## src/rtl/dump_ctrl_pkg.sv

```systemverilog
// Shared types and default widths for the waveform-dump window controller.
package dump_ctrl_pkg;

    typedef enum logic [1:0] {
        ST_IDLE    = 2'd0,
        ST_ARMED   = 2'd1,
        ST_DUMPING = 2'd2,
        ST_DONE    = 2'd3
    } dump_state_e;

    localparam int CYCLE_W_DEF = 64;
    localparam int LEN_W_DEF   = 32;
    localparam int TIMEOUT_DEF = 100000;

endpackage

```

## src/rtl/commit_watchdog.sv

```systemverilog
// Counts commit-free cycles and raises a sticky flag once TIMEOUT is reached.
module commit_watchdog
    import dump_ctrl_pkg::*;
#(
    parameter int TIMEOUT = TIMEOUT_DEF
) (
    input  logic clk,
    input  logic rst,
    input  logic commit_valid,
    output logic timeout
);

    localparam int              CNT_W = $clog2(TIMEOUT + 1);
    localparam logic [CNT_W-1:0] LIMIT = CNT_W'(TIMEOUT);

    logic [CNT_W-1:0] idle_cnt_r;
    logic [CNT_W-1:0] idle_cnt_next_s;
    logic             timeout_r;

    // Next commit-free count: clear on commit, saturate at the limit.
    always_comb begin
        idle_cnt_next_s = idle_cnt_r;
        if (commit_valid) begin
            idle_cnt_next_s = {CNT_W{1'b0}};
        end else if (idle_cnt_r == LIMIT) begin
            idle_cnt_next_s = idle_cnt_r;
        end else begin
            idle_cnt_next_s = idle_cnt_r + CNT_W'(1);
        end
    end

    // Counter and sticky flag; the flag rises on the edge the count hits the limit.
    always_ff @(posedge clk) begin
        if (rst) begin
            idle_cnt_r <= {CNT_W{1'b0}};
            timeout_r  <= 1'b0;
        end else begin
            idle_cnt_r <= idle_cnt_next_s;
            timeout_r  <= timeout_r | (idle_cnt_next_s == LIMIT);
        end
    end

    assign timeout = timeout_r;

endmodule

```

## src/rtl/dump_window_ctrl.sv

```systemverilog
// Opens a waveform-dump window on a cycle threshold or PC match, for a
// configurable number of cycles, alongside a commit watchdog.
module dump_window_ctrl
    import dump_ctrl_pkg::*;
#(
    parameter int CYCLE_W = CYCLE_W_DEF,
    parameter int LEN_W   = LEN_W_DEF,
    parameter int TIMEOUT = TIMEOUT_DEF
) (
    input  logic               clk,
    input  logic               rst,
    input  logic               cfg_valid,
    input  logic [CYCLE_W-1:0] cfg_start_cycle,
    input  logic [LEN_W-1:0]   cfg_len,
    input  logic               cfg_trig_en,
    input  logic [31:0]        cfg_trig_pc,
    input  logic               commit_valid,
    input  logic [31:0]        commit_pc,
    output logic               dump_on,
    output logic [CYCLE_W-1:0] cycle_count,
    output logic               timeout,
    output logic [1:0]         state
);

    dump_state_e        state_r;
    dump_state_e        state_next_s;
    logic [CYCLE_W-1:0] cycle_count_r;
    logic [CYCLE_W-1:0] start_cycle_r;
    logic [LEN_W-1:0]   len_r;
    logic [LEN_W-1:0]   len_cnt_r;
    logic               trig_en_r;
    logic [31:0]        trig_pc_r;
    logic               dump_on_r;
    logic               start_hit_s;
    logic               len_done_s;

    // Start condition for the armed window, evaluated against the latched config.
    always_comb begin
        start_hit_s = 1'b0;
        if (trig_en_r) begin
            start_hit_s = commit_valid && (commit_pc == trig_pc_r);
        end else begin
            start_hit_s = (cycle_count_r >= start_cycle_r);
        end
    end

    assign len_done_s = (len_r != {LEN_W{1'b0}}) && (len_cnt_r == len_r);

    // Next-state logic; a new configuration always wins over any start or end.
    always_comb begin
        state_next_s = state_r;
        if (cfg_valid) begin
            state_next_s = ST_ARMED;
        end else begin
            case (state_r)
                ST_IDLE:    state_next_s = ST_IDLE;
                ST_ARMED:   state_next_s = start_hit_s ? ST_DUMPING : ST_ARMED;
                ST_DUMPING: state_next_s = len_done_s ? ST_DONE : ST_DUMPING;
                ST_DONE:    state_next_s = ST_DONE;
                default:    state_next_s = ST_IDLE;
            endcase
        end
    end

    // State, free-running counter, config latch and window length counter.
    always_ff @(posedge clk) begin
        if (rst) begin
            state_r       <= ST_IDLE;
            cycle_count_r <= {CYCLE_W{1'b0}};
            start_cycle_r <= {CYCLE_W{1'b0}};
            len_r         <= {LEN_W{1'b0}};
            len_cnt_r     <= {LEN_W{1'b0}};
            trig_en_r     <= 1'b0;
            trig_pc_r     <= 32'd0;
            dump_on_r     <= 1'b0;
        end else begin
            state_r       <= state_next_s;
            cycle_count_r <= cycle_count_r + CYCLE_W'(1);
            dump_on_r     <= (state_next_s == ST_DUMPING);
            if (cfg_valid) begin
                start_cycle_r <= cfg_start_cycle;
                len_r         <= cfg_len;
                trig_en_r     <= cfg_trig_en;
                trig_pc_r     <= cfg_trig_pc;
            end else begin
                start_cycle_r <= start_cycle_r;
                len_r         <= len_r;
                trig_en_r     <= trig_en_r;
                trig_pc_r     <= trig_pc_r;
            end
            // Counter holds the number of dump_on cycles including the current one.
            if (state_next_s == ST_DUMPING) begin
                if (state_r == ST_DUMPING) begin
                    len_cnt_r <= len_cnt_r + LEN_W'(1);
                end else begin
                    len_cnt_r <= LEN_W'(1);
                end
            end else begin
                len_cnt_r <= {LEN_W{1'b0}};
            end
        end
    end

    commit_watchdog #(
        .TIMEOUT (TIMEOUT)
    ) u_watchdog (
        .clk          (clk),
        .rst          (rst),
        .commit_valid (commit_valid),
        .timeout      (timeout)
    );

    assign dump_on     = dump_on_r;
    assign cycle_count = cycle_count_r;
    assign state       = state_r;

endmodule

```

## config.mk

```make
export PLATFORM = sky130hd
export DESIGN_NAME = dump_window_ctrl
export DESIGN_NICKNAME = d
export VERILOG_FILES = /design/src/rtl/dump_ctrl_pkg.sv /design/src/rtl/commit_watchdog.sv /design/src/rtl/dump_window_ctrl.sv
export SDC_FILE = /design/constraint.sdc
export NUM_CORES = 1
export LEC_CHECK = 0
export CORE_MARGIN = 2
export CORE_UTILIZATION = 40
export DETAILED_ROUTE_END_ITERATION = 10
export DONT_BUFFER_PORTS = 1
export SLEW_MARGIN = 30
export SYNTH_ARGS = -nofsm -noshare
export SYNTH_HDL_FRONTEND = slang
export SYNTH_HIERARCHICAL = 1
export SYNTH_SLANG_ARGS = --single-unit
```

## constraint.sdc

```tcl
create_clock -name clk -period 2.8 [get_ports clk]
set_input_delay 0.56 -clock clk [delete_from_list [all_inputs] [get_ports clk]]
set_output_delay 0.56 -clock clk [all_outputs]
set_load 0.05 [all_outputs]
```

==> qor.yml <==
timing.fmax_ghz: 0.403
startpoint: "cycle_count[1]"
htree_levels: 1
power.share.switching: 0.226
drc_errors: 0
slowest_delay_ns: 0.47
r2r_slack_ns: 0.32
n_fill_cell: 2981
syn_area_um2: 12300
synthCells: 1373
p_comb_frac: 0.057
finalCriticalPeriod_ns: 2.48
slew_viol_final: 0
cpMaxStageDelayCell: "nor4_4"
routed_via_density: 5.14
globalRouteTotalUtil: 0.175
holdCritStartpoint: "rst"
crit_chain: "ha_1, and2_1, nand4_4, nor4_4, buf_4, nand3_2, or3_1, a21oi_1"
core_um2: 30400
syn_avg_cell_area_um2: 8.95
synth_area_leaders: "dfxtp_1, mux2i_1, nor2_1, xor2_1, ha_1"
firstDrtPassIters: 4
post_cts_buffers: 0
ys_warn_count: 6
cp.required_ns: 3.26
synth_edf_count: 0
drt_iter0_markers: 447
synth_seq_cells: 246
crit_fanout: 7
final_util: 0.462
worstPathArrival_ns: 2.94
relSlewSlack: 0.421
critical_path.top_delay_family: "simple AND/OR/NAND/NOR gates"
grt_overflow: 0
io_buffers: 0
clkSlewWorstSetupHoldPaths_ns: 0.06
cts_resized: 0
dieHeight_um: 179
place_hpwl_um: 21600
nNetsFinal: 1656
synth_top_area_frac: 0.401
hold_viol_final: 0
num_antenna_cells: 0
synth-main-ff-cell: "dfxtp_1"
startpoint_type: "flip-flop"
p_leak_nw: 5.96
drive_gt1_frac: 0.0936
cts_buffer_depth: 3
layout_setup_ws_ns: 0.322
max_cap_viol_count: 0
power_switching_mw: 1.76
placed_area_um2: 13100
vdd_drop_max_mv: 0.530
worst_pin_slew_ns: 0.868
via_count: 9445
post-route-period-util: 0.885
crit_type: "reg2reg"
antenna_left: 0
seq_area_frac_synth: 0.401
cts_tree: "yes"
yosys.area.top_type: "dfxtp_1"
power_density_nw_per_um2: 554
internal-power_mw: 6.02
die-area_um2: 32200
die_w_um: 179
critical_path_buf_inv_count: 1
cts_root_buf: "clkbuf_16"
synthArstFlopShare: 0
rsz0062_at_grt: "false"
p_clk_frac: 0.465
syn-num-nets: 1606
grt_pass1_vias: 8784
fp-row-count: 64
pre_cts_ws_ns: 0.178
holdBufCountCts: 0
cts_sinks: 246
antenna_found_initial: 0
hp-class: "in2reg"
cts_made_buffers: 30
critPathCaptureType: "flip-flop"
synth_cell_types: 64
r2r_start: "cycle_count[1]"
clock_latency_ns: 0.54
grt_pass1_wl_um: 45900
fin_setup_tns_ns: 0
outcome: "complete, no violations"
setup_violations: 0
regArea_um2: 4920
clock_skew_ns: 0.00745
wirelength_um: 29500
grt_max_degree: 199
routabilityCongestion: 0.828
design_area_um2: 14000
drt-wirelength-per-cell_um: 16.0
area_growth_syn_to_layout_pct: 14.2
start_util: 0.404
multiInputGateArea_um2: 6820
p_seq_frac: 0.478
pin_count: 233
stage by stage:
step | hold WS [ns] | total power, mW | cells
2_1_floorplan | 0.460 | 4.21 | 1373
3_3_place_gp | 0.476 | 4.22 | 1787
3_5_place_dp | 0.483 | 4.24 | 1787
4_1_cts | 0.0705 | 7.91 | 1839
5_1_grt | 0.0642 | 8.13 | 1839
6_report | 0.0832 | 7.78 | 1839
power by group through the flow:
stage	clock (mW)	combinational (mW)	sequential [mW]
global route	3.89	0.502	3.73
floorplan	0	0.438	3.77
global placement	0	0.435	3.79
CTS	3.75	0.449	3.72
detailed placement	0	0.446	3.79
finish	3.62	0.443	3.72
flip-flops by register name, indices dropped and copies added, names as in the netlist:
signal	flops
u_watchdog/timeout	1
u_watchdog/idle_cnt_r	17
state	2
len_cnt_r	32
cycle_count	64
dump_on	1
trig_en_r	1
len_r	32
trig_pc_r	32
start_cycle_r	64
routing by layer:
layer / share of wire / track usage
met1: 0.46 / 0.235
met2: 0.45 / 0.285
met4: 0.015 / 0.0380
met3: 0.069 / 0.0447
met5: 0 / 0
final cells by class:
cell class                 instances  share of cell area
clock inverter                     5             0.00383
clock buffer                      47              0.0609
sequential                       246               0.351
inverter                          84              0.0224
multi-input combinational        986               0.486
timing repair buffer              75              0.0410
tap                              396              0.0353
cell usage after synthesis (14+ instances only):
cell type	n
and4_1	15
o21ai_0	19
mux2i_1	131
nor2_1	249
clkbuf_1	36
xnor2_1	61
nand4_1	44
xor2_1	99
or3_1	14
nor3_1	14
nand3_1	48
and3_1	14
ha_1	68
dfxtp_1	246
nand2_1	58
buf_1	14
nor4_1	20
a21oi_1	45
inv_1	84
final timing paths:
path,endpoint,cells past startpoint
setup / recovery,cycle_count[48],8
hold / removal,len_r[25],1
setup reg to reg,cycle_count[48],8
hold reg to reg,start_cycle_r[56],2
cells by family after synthesis:
kind of cell,count (synthesis),synth area share
buffers and inverters,141,0.0447
flip-flops,246,0.401
XOR/XNOR,160,0.114
AO/OA/AOI/OAI,105,0.0527
adder cells (fa/ha/maj),68,0.0692
multiplexers,131,0.107
AND/OR/NAND/NOR,522,0.212
placed cells by master, fill, tap and decap left out, types with 3 or more instances in the layout:
master     instances
a21o_1             6
a21oi_1           45
and2_1             7
and3_1            14
and4_1            15
buf_4             74
clkbuf_1          14
clkbuf_16         31
clkinv_2           3
dfxtp_1          246
ha_1              68
inv_1             84
mux2i_1          131
nand2_1           58
nand2b_1           3
nand3_1           48
nand3_2            4
nand3b_1           3
nand4_1           44
nor2_1           249
nor2b_1            4
nor3_1            14
nor3b_1            4
nor4_1            20
nor4_4             3
o2111ai_1          4
o21ai_0           19
o21ai_1            7
or3_1             14
xnor2_1           61
xor2_1            99
Power figures use the tool's default switching activity.
